### src/rtl/async_fifo_pkg.sv
// rtl/async_fifo_pkg.sv - shared Gray/binary helpers and depth helper for the async FIFO controllers
package async_fifo_pkg;

    // Widest pointer the helpers handle; narrower pointers are zero-extended by callers
    localparam int unsigned PTR_MAX_W = 32;

    // FIFO depth for a pointer whose MSB is the wrap bit
    function automatic int unsigned fifo_depth(input int unsigned ptr_size);
        return 32'd1 << (ptr_size - 1);
    endfunction

    // Binary to reflected Gray code
    function automatic logic [PTR_MAX_W-1:0] bin2gray(input logic [PTR_MAX_W-1:0] b);
        return b ^ (b >> 1);
    endfunction

    // Reflected Gray code to binary (XOR prefix from the MSB down)
    function automatic logic [PTR_MAX_W-1:0] gray2bin(input logic [PTR_MAX_W-1:0] g);
        logic [PTR_MAX_W-1:0] b;
        b[PTR_MAX_W-1] = g[PTR_MAX_W-1];
        for (int i = PTR_MAX_W - 2; i >= 0; i--) begin
            b[i] = b[i+1] ^ g[i];
        end
        return b;
    endfunction

endpackage

### src/rtl/fifo_gray2bin.sv
// rtl/fifo_gray2bin.sv - combinational Gray-to-binary converter (XOR prefix)
module fifo_gray2bin #(
    parameter int PTR_SIZE = 4
) (
    input  logic [PTR_SIZE-1:0] gray,
    output logic [PTR_SIZE-1:0] bin
);

    // Each binary bit is the XOR of all Gray bits at and above it
    always_comb begin
        bin = '0;
        bin[PTR_SIZE-1] = gray[PTR_SIZE-1];
        for (int i = PTR_SIZE - 2; i >= 0; i--) begin
            bin[i] = bin[i+1] ^ gray[i];
        end
    end

endmodule

### src/rtl/async_fifo_wr_ctrl.sv
// rtl/async_fifo_wr_ctrl.sv - async FIFO write-side pointer/full controller; optional fill level under ASYNC_FIFO_WR_LEVEL_EN
module async_fifo_wr_ctrl
    import async_fifo_pkg::*;
#(
    parameter int PTR_SIZE = 4,
    parameter int AF_LEVEL = 6
) (
    input  logic                wclk,
    input  logic                wrst,
    input  logic                winc,
    input  logic [PTR_SIZE-1:0] wq2_gray_rptr,
    output logic                wen,
    output logic [PTR_SIZE-2:0] waddr,
    output logic [PTR_SIZE-1:0] gray_wr_ptr,
    output logic                wfull,
    output logic                woverflow,
    output logic [PTR_SIZE-1:0] wlevel,
    output logic                walmost_full
);

    localparam int DEPTH = int'(fifo_depth(PTR_SIZE));

    // The full pattern flips the top two Gray bits, so at least three pointer bits are needed
    if (PTR_SIZE < 3) begin : g_bad_ptr_size
        $error("async_fifo_wr_ctrl: PTR_SIZE must be at least 3");
    end
    if (AF_LEVEL < 1 || AF_LEVEL > DEPTH) begin : g_bad_af_level
        $error("async_fifo_wr_ctrl: AF_LEVEL must be within 1..DEPTH");
    end

    logic [PTR_SIZE-1:0] bn_wptr;
    logic [PTR_SIZE-1:0] bn_next;
    logic [PTR_SIZE-1:0] gray_next;
    logic [PTR_SIZE-1:0] full_pattern;
    logic                full_next;

    assign wen   = winc & ~wfull & ~wrst;
    assign waddr = bn_wptr[PTR_SIZE-2:0];

    // Next pointer and full flag, looking at the pointer after this edge and the current synchronised read pointer
    always_comb begin
        bn_next      = bn_wptr + {{(PTR_SIZE-1){1'b0}}, wen};
        gray_next    = PTR_SIZE'(bin2gray(PTR_MAX_W'(bn_next)));
        full_pattern = {~wq2_gray_rptr[PTR_SIZE-1:PTR_SIZE-2], wq2_gray_rptr[PTR_SIZE-3:0]};
        full_next    = (gray_next == full_pattern);
    end

    // Pointer, full and sticky overflow registers; reset wins over any write on the same edge
    always_ff @(posedge wclk) begin
        if (wrst) begin
            bn_wptr     <= '0;
            gray_wr_ptr <= '0;
            wfull       <= 1'b0;
            woverflow   <= 1'b0;
        end else begin
            bn_wptr     <= bn_next;
            gray_wr_ptr <= gray_next;
            wfull       <= full_next;
            woverflow   <= woverflow | (winc & wfull);
        end
    end

`ifdef ASYNC_FIFO_WR_LEVEL_EN
    logic [PTR_SIZE-1:0] rbin;
    logic [PTR_SIZE-1:0] level_next;

    fifo_gray2bin #(
        .PTR_SIZE (PTR_SIZE)
    ) u_rptr_g2b (
        .gray (wq2_gray_rptr),
        .bin  (rbin)
    );

    // Occupancy after this edge; modular subtraction handles the wrap bit
    always_comb begin
        level_next = bn_next - rbin;
    end

    // Registered level and almost-full, pessimistic like wfull because rbin lags the reader
    always_ff @(posedge wclk) begin
        if (wrst) begin
            wlevel       <= '0;
            walmost_full <= 1'b0;
        end else begin
            wlevel       <= level_next;
            walmost_full <= (level_next >= PTR_SIZE'(AF_LEVEL));
        end
    end
`else
    assign wlevel       = '0;
    assign walmost_full = 1'b0;
`endif

endmodule

### config.mk
export PLATFORM = sky130hd
export DESIGN_NAME = async_fifo_wr_ctrl
export DESIGN_NICKNAME = d
export VERILOG_FILES = /design/src/rtl/async_fifo_pkg.sv /design/src/rtl/fifo_gray2bin.sv /design/src/rtl/async_fifo_wr_ctrl.sv
export SDC_FILE = /design/constraint.sdc
export NUM_CORES = 1
export LEC_CHECK = 0
export CAP_MARGIN = 10
export CORE_AREA = 2 2 39 41
export DETAILED_ROUTE_END_ITERATION = 7
export DIE_AREA = 0 0 41 43
export PLACE_DENSITY = 0.72
export SYNTH_ARGS = -nofsm -noshare
export SYNTH_HDL_FRONTEND = slang
export SYNTH_SLANG_ARGS = --single-unit
export TNS_END_PERCENT = 10
### constraint.sdc
create_clock -name wclk -period 5.7 [get_ports wclk]
set_clock_uncertainty 0.2 [all_clocks]
set_input_delay 1.71 -clock wclk [delete_from_list [all_inputs] [get_ports wclk]]
set_output_delay 1.71 -clock wclk [all_outputs]
set_load 0.01 [all_outputs]
==> results of run 1 <==
==> final timing paths <==
check            start        end  slack [ns]
max               wrst        wen        0.61
min          woverflow  woverflow        0.29
max reg2reg      wfull      wfull        3.52
min reg2reg  woverflow  woverflow        0.29
==> cell usage in the layout (no fill, tap or decap) <==
master and n:
sky130_fd_sc_hd__clkbuf_4 3, sky130_fd_sc_hd__xnor2_1 4, sky130_fd_sc_hd__xor3_1 2, sky130_fd_sc_hd__ha_1 2, sky130_fd_sc_hd__nor2b_1 2, sky130_fd_sc_hd__clkdlybuf4s50_1 16
sky130_fd_sc_hd__a21boi_2 1, sky130_fd_sc_hd__xnor3_1 1, sky130_fd_sc_hd__nor3b_1 1, sky130_fd_sc_hd__conb_1 5, sky130_fd_sc_hd__nor2_1 7, sky130_fd_sc_hd__and4_1 1
sky130_fd_sc_hd__clkbuf_1 1, sky130_fd_sc_hd__a21oi_1 1, sky130_fd_sc_hd__nand3_1 1, sky130_fd_sc_hd__dfxtp_1 9, sky130_fd_sc_hd__xor2_1 4
==> sequential cells by signal, summed over array words and instances, names as in the netlist <==
| name | cells |
|---|---|
| gray_wr_ptr | 4 |
| bn_wptr | 3 |
| wfull | 1 |
| woverflow | 1 |
==> power breakdown <==
| group | internal [mW] | leakage (nW) | switching [mW] |
|---|---|---|---|
| clock network | 0.0270 | 0.0150 | 0.0222 |
| logic | 0.0169 | 0.183 | 0.0101 |
| registers | 0.0655 | 0.0731 | 0.00125 |
| total | 0.109 | 0.271 | 0.0336 |
==> routing by layer <==
metal  vias to the layer above  routed length (um)
met5                         -                   0
met4                         0                   0
met3                         0                  62
met2                        14                 355
met1                       145                 301
li1                        166                   -
==> worst min-delay path, stage by stage (launching register included) <==
cell	delay (ns)
sky130_fd_sc_hd__dfxtp_1	0.33
sky130_fd_sc_hd__a21oi_1	0.05
sky130_fd_sc_hd__nor2_1	0.08
==> final cells by class <==
class | instances | area (um2)
clock buffer | 4 | 26.3
fill | 141 | 737
multi-input combinational | 32 | 260
sequential | 9 | 180
tap | 16 | 20.0
timing repair buffer | 16 | 160
==> per-stage QoR <==
| step | total power [mW] | worst slack, ns | hold slack (ns) |
|---|---|---|---|
| finish | 0.143 | 0.606 | 0.289 |
| global route | 0.150 | 0.471 | 0.318 |
| CTS | 0.147 | 0.579 | 0.291 |
| detailed placement | 0.0955 | 0.583 | 0.275 |
| global placement | 0.0953 | 0.612 | 0.269 |
| floorplan | 0.0866 | 1.50 | 0.302 |
==> kinds of logic (layout without fill, tap and decap cells) <==
| group | Yosys count | after routing |
|---|---|---|
| DFF | 9 | 9 |
| xor gates and xnor gates | 11 | 11 |
| AOI/OAI and AO/OA | 2 | 2 |
| and+or+nand+nor | 12 | 12 |
| buffers and inverters | 6 | 20 |
| other | 1 | 5 |
| adders and majority gates | 2 | 2 |
==> impl_metrics.py, run 1 <==
metrics = {
    "floorplanning": {
        "die-height_um": 43,
        "std_cell_rows": 14,
        "fp.coreArea_um2": 1380,
        "die-width_um": 41,
        "die-area_um2": 1760,
        "initial_utilization_pct": 33.7,
        "io_pins": 22,
    },
    "yosys": {
        "synth-edff-count": 0,
        "ys_seq_area_share_pct": 38.6,
        "postSynthCellCount": 43,
        "synth.largest_area_cell": "sky130_fd_sc_hd__dfxtp_1",
        "synth_area_leaders": "sky130_fd_sc_hd__dfxtp_1 39%, sky130_fd_sc_hd__xor3_1 10%, sky130_fd_sc_hd__buf_4 8.0%",
        "synth.lib_cells_used.distinct": 16,
        "syn_area_per_cell_um2": 10.9,
        "synthDominantCellAreaShare_pct": 38.6,
        "yosys.area_share.xor_xnor_pct": 30.0,
        "synth_top_flop_cell": "sky130_fd_sc_hd__dfxtp_1",
        "main_combinational_cell_family_by_area_after_synthesis": "XOR/XNOR gates",
        "multiplexer_fraction_of_the_synthesized_cell_area_pct": 0,
        "synth-adder-area-share_pct": 5.36,
        "syn_area_um2": 467,
        "synth.yosys.warnings": 0,
        "synth_simple_gate_area_share_pct": 12.9,
        "yosys.cell_count.top_type": "sky130_fd_sc_hd__dfxtp_1",
        "synth_compound_gate_area_share_pct": 3.49,
        "ys_top_cells_by_count": "9 x sky130_fd_sc_hd__dfxtp_1, 7 x sky130_fd_sc_hd__nor2_1, 5 x sky130_fd_sc_hd__buf_4",
        "ys_ff_latch": 9,
        "synthArstFlopShare_pct": 0,
    },
    "run_status": {
        "status": "complete, no violations",
    },
    "placed_design": {
        "buffer_ports.inserted": 16,
        "placed_cell_area_um2": 621,
        "placed_cells": 73,
        "place_hpwl_um": 576,
        "gpl.final_weighted_congestion": 0.616,
    },
    "cts": {
        "htreeDepth": 1,
        "cts_sink_cnt": 9,
        "clk_latency_ns": 0.26,
        "cts_post_setup_buffers_inserted": 0,
        "cts_tree": "yes",
        "cts_inserted_buffers": 3,
        "cts_root_cell": "sky130_fd_sc_hd__clkbuf_4",
        "cts_hold_buffers": 0,
        "clk_slew_on_worst_s_h_paths_ns": 0.06,
        "post_cts_resized": 0,
        "max-clock-path-buffers": 2,
    },
    "finish": {
        "layout-drive-gt1-share_pct": 6.56,
        "finish.net_count": 71,
        "finalCoreUtilization_pct": 46.7,
        "flow.area_growth_from_synthesis_pct": 38.6,
        "insertedDiodeCount": 0,
        "final_design_area_no_fill_um2": 647,
        "fin_cells": 77,
    },
    "sta": {
        "timing.final.max_slew_violations": 0,
        "hold_viol": 0,
        "setup-violations-final": 0,
        "setup_repair_after_global_routing_missed_its_margin": "no",
        "final_min_period_over_clock_period_pct": 89.4,
        "maxClockFrequency_mhz": 196,
        "layout_min_cycle_time_ns": 5.09,
        "tns_ns": 0,
    },
    "critical_path": {
        "critical_path_at_ns": 3.18,
        "crit_type": "input port to primary output",
        "count_of_cell_instances_traversed_by_the_critical_path": 3,
        "critPathTopFamily": "buffers and inverters",
        "cp_slowest_stage_delay_ns": 0.58,
        "cp-end-kind": "primary output",
        "worst_r2r_path_depth": 6,
        "path_common_cell": "sky130_fd_sc_hd__clkdlybuf4s50_1",
        "path_cells": "clkdlybuf4s50_1 -> nor3b_1 -> clkdlybuf4s50_1",
        "critical_path.slowest_cell": "sky130_fd_sc_hd__clkdlybuf4s50_1",
        "worstSetupStartpointType": "input port",
        "worst-path-buf-inv": 2,
        "worstPathRequired_ns": 3.79,
        "critPathMaxFanout": 10,
    },
    "detailed_routing": {
        "detail_route.wirelength_um": 718,
        "average_routed_wire_per_standard_cell_um": 9.32,
        "drtIter0Drc": 3,
        "vias_per_cell": 4.22,
        "num_vias": 325,
        "route.detailed.drc": 0,
        "ant_nets": 0,
        "drt-pass1-iter-count": 2,
    },
    "global_route": {
        "grt_antenna_before_repair": 0,
        "grt_util_met2_pct": 12.8,
        "grt_util_met3_pct": 1.57,
        "gr-max-usage-layer": "met2",
        "grt_overflow_total": 0,
        "met1_usage_pct": 9.51,
        "grt_first_pass_wirelength_um": 986,
        "first_global_vias": 262,
        "grt_max_degree": 11,
        "grt_use_total_pct": 8.59,
    },
    "worst_hold_path": {
        "worst_hold_path_type": "register to register",
        "timing.hold.worst_path_depth": 2,
    },
    "pwr": {
        "ir_worst_vdd_mv": 0.0591,
        "leakagePower_nw": 0.271,
        "power.density_cell_area_nw_per_um2": 221,
    },
    "flow_run": {
        "timing.max_cap.violations": 0,
    },
}
Power figures use the tool's default switching activity.
==> run 2: changes to the inputs <==
- HOLD_SLACK_MARGIN: unset -> 0.08
==> results of run 2 <==
No change in the layout: final DEF, timing and power equal those of run 1.
==> run 3: changes to the inputs <==
- REMOVE_ABC_BUFFERS: unset -> 1
==> run 3 against run 2 <==
Effect of this change: register-to-register slack is essentially flat; combinational power barely moved; count of clock-buffer cells in the layout stayed put; critical path depth stayed put; worst setup slack worse by 0.0074 ns; power decreased by 0.44%; largest power group unchanged; wire length increased by 2.2%; final area unchanged; clock power fell by 1%; non-clock buffer count unchanged; final cell count unchanged.
==> impl_metrics.py, run 3 (synthesis results as in run 1) <==
metrics = {
    "finish": {
        "largest_register_ff_count": 4,
        "finish.net_count": 71,
        "flow.area_growth_from_synthesis_pct": 38.6,
        "top_regs": "gray_wr_ptr: 4 flops, bn_wptr: 3 flops",
        "final_cell_mix": "16 x sky130_fd_sc_hd__clkdlybuf4s50_1, 9 x sky130_fd_sc_hd__dfxtp_1, 7 x sky130_fd_sc_hd__nor2_1",
        "multi_input_area_um2": 260,
        "fillers": 144,
        "ff_latch_area_um2": 180,
        "layout.cells.most_common": "sky130_fd_sc_hd__clkdlybuf4s50_1",
        "layout-drive-gt1-share_pct": 6.56,
        "insertedDiodeCount": 0,
        "largest_reg_by_ff_count": "gray_wr_ptr",
    },
    "critical_path": {
        "worst_r2r_endpoint": "wfull",
        "critical_path_at_ns": 3.19,
        "cp-end-kind": "primary output",
        "critPathMaxFanout": 10,
        "rr_startpoint": "wfull",
        "worstSetupStartpointType": "input port",
        "worstPathRequired_ns": 3.79,
        "worst_r2r_path_depth": 6,
        "crit_type": "input port to primary output",
        "register_to_register_setup_slack_ns": 3.53,
    },
    "detailed_routing": {
        "ant_nets": 0,
        "detail_route.wirelength_um": 734,
        "average_routed_wire_per_standard_cell_um": 9.53,
        "num_vias": 323,
        "route.detailed.drc": 0,
        "drt-pass1-iter-count": 2,
        "drtIter0Drc": 2,
        "vias_per_cell": 4.19,
    },
    "global_route": {
        "grt_antenna_before_repair": 0,
        "first_global_vias": 276,
        "grt_first_pass_wirelength_um": 1080,
        "grt_overflow_total": 0,
        "grt_max_degree": 11,
        "grt_use_total_pct": 9.59,
    },
    "cts": {
        "post_cts_resized": 0,
        "htreeDepth": 1,
        "cts_hold_buffers": 0,
        "cts_post_setup_buffers_inserted": 0,
        "cts_inserted_buffers": 3,
        "cts_tree": "yes",
        "clk_slew_on_worst_s_h_paths_ns": 0.06,
        "cts_sink_cnt": 9,
        "clk_latency_ns": 0.25,
        "cts_root_cell": "sky130_fd_sc_hd__clkbuf_4",
        "max-clock-path-buffers": 2,
    },
    "sta": {
        "final.hold.worst_slack_ns": 0.290,
        "timing.final.max_slew_violations": 0,
        "hold_viol": 0,
        "tns_ns": 0,
        "final_min_period_over_clock_period_pct": 89.5,
        "maxClockFrequency_mhz": 196,
        "layout_min_cycle_time_ns": 5.10,
        "setup-violations-final": 0,
        "setup_repair_after_global_routing_missed_its_margin": "no",
    },
    "floorplanning": {
        "die-width_um": 41,
        "die-area_um2": 1760,
        "std_cell_rows": 14,
        "io_pins": 22,
        "die-height_um": 43,
        "fp.coreArea_um2": 1380,
        "initial_utilization_pct": 33.7,
    },
    "pwr": {
        "ir_worst_vdd_mv": 0.0695,
        "post-layout-total-power_mw": 0.142,
        "power.density_cell_area_nw_per_um2": 220,
        "leakagePower_nw": 0.271,
    },
    "worst_hold_path": {
        "timing.hold.worst_path_depth": 2,
        "terminating_pin_of_the_worst_hold_path": "woverflow",
        "worst_hold_path_type": "register to register",
        "timing.hold.worst.start": "woverflow",
    },
    "placed_design": {
        "buffer_ports.inserted": 16,
        "place_hpwl_um": 584,
        "gpl.final_weighted_congestion": 0.660,
    },
    "run_status": {
        "status": "complete, no violations",
    },
    "flow_run": {
        "timing.max_cap.violations": 0,
    },
}
run 3: cell counts in the layout (fill, tap and decap cells not counted):
No cell type changed its count.
run 3: through the flow:
stage	instance area [um2]	std cells	worst slack [ns]	utilization [%]
finish	647	77	0.599	46.7
global placement	621	73	0.618	44.8
global route	647	77	0.498	46.7
CTS	647	77	0.587	46.7
detailed placement	621	73	0.587	44.8
floorplan	440	41	1.71	-
run 3: area by class of cell:
class | count | area share, %
clock buffers | 4 | 4.06
multi-input cells | 32 | 40.2
flip-flops and latches | 9 | 27.9
well taps | 16 | 3.09
repair buffers | 16 | 24.8
run 3: how the worst max path moves through the flow:
| stage | from | end |
|---|---|---|
| floorplan | wrst | wen |
| global placement | wrst | wen |
| detailed placement | wrst | wen |
| CTS | wrst | wen |
| global route | wrst | wen |
| finish | wrst | wen |
run 3: report_power, final:
part	leakage [nW]	total [mW]	internal, mW	switching, mW
sequential	0.0731	0.0668	0.0655	0.00130
clock	0.0150	0.0485	0.0269	0.0216
combinational	0.183	0.0269	0.0169	0.0101
run 3: worst max-delay path: stages:
cell and delay [ns]:
sky130_fd_sc_hd__clkdlybuf4s50_1 0.58, sky130_fd_sc_hd__nor3b_1 0.32, sky130_fd_sc_hd__clkdlybuf4s50_1 0.59
run 3: layer usage:
metal,vias to the layer above,share of wire [%],track usage (%)
met1,145,44,12.4
met2,12,48,12.2
li1,164,-,-
met5,-,0,0
met4,0,2.9,12.0
met3,2,4.8,0
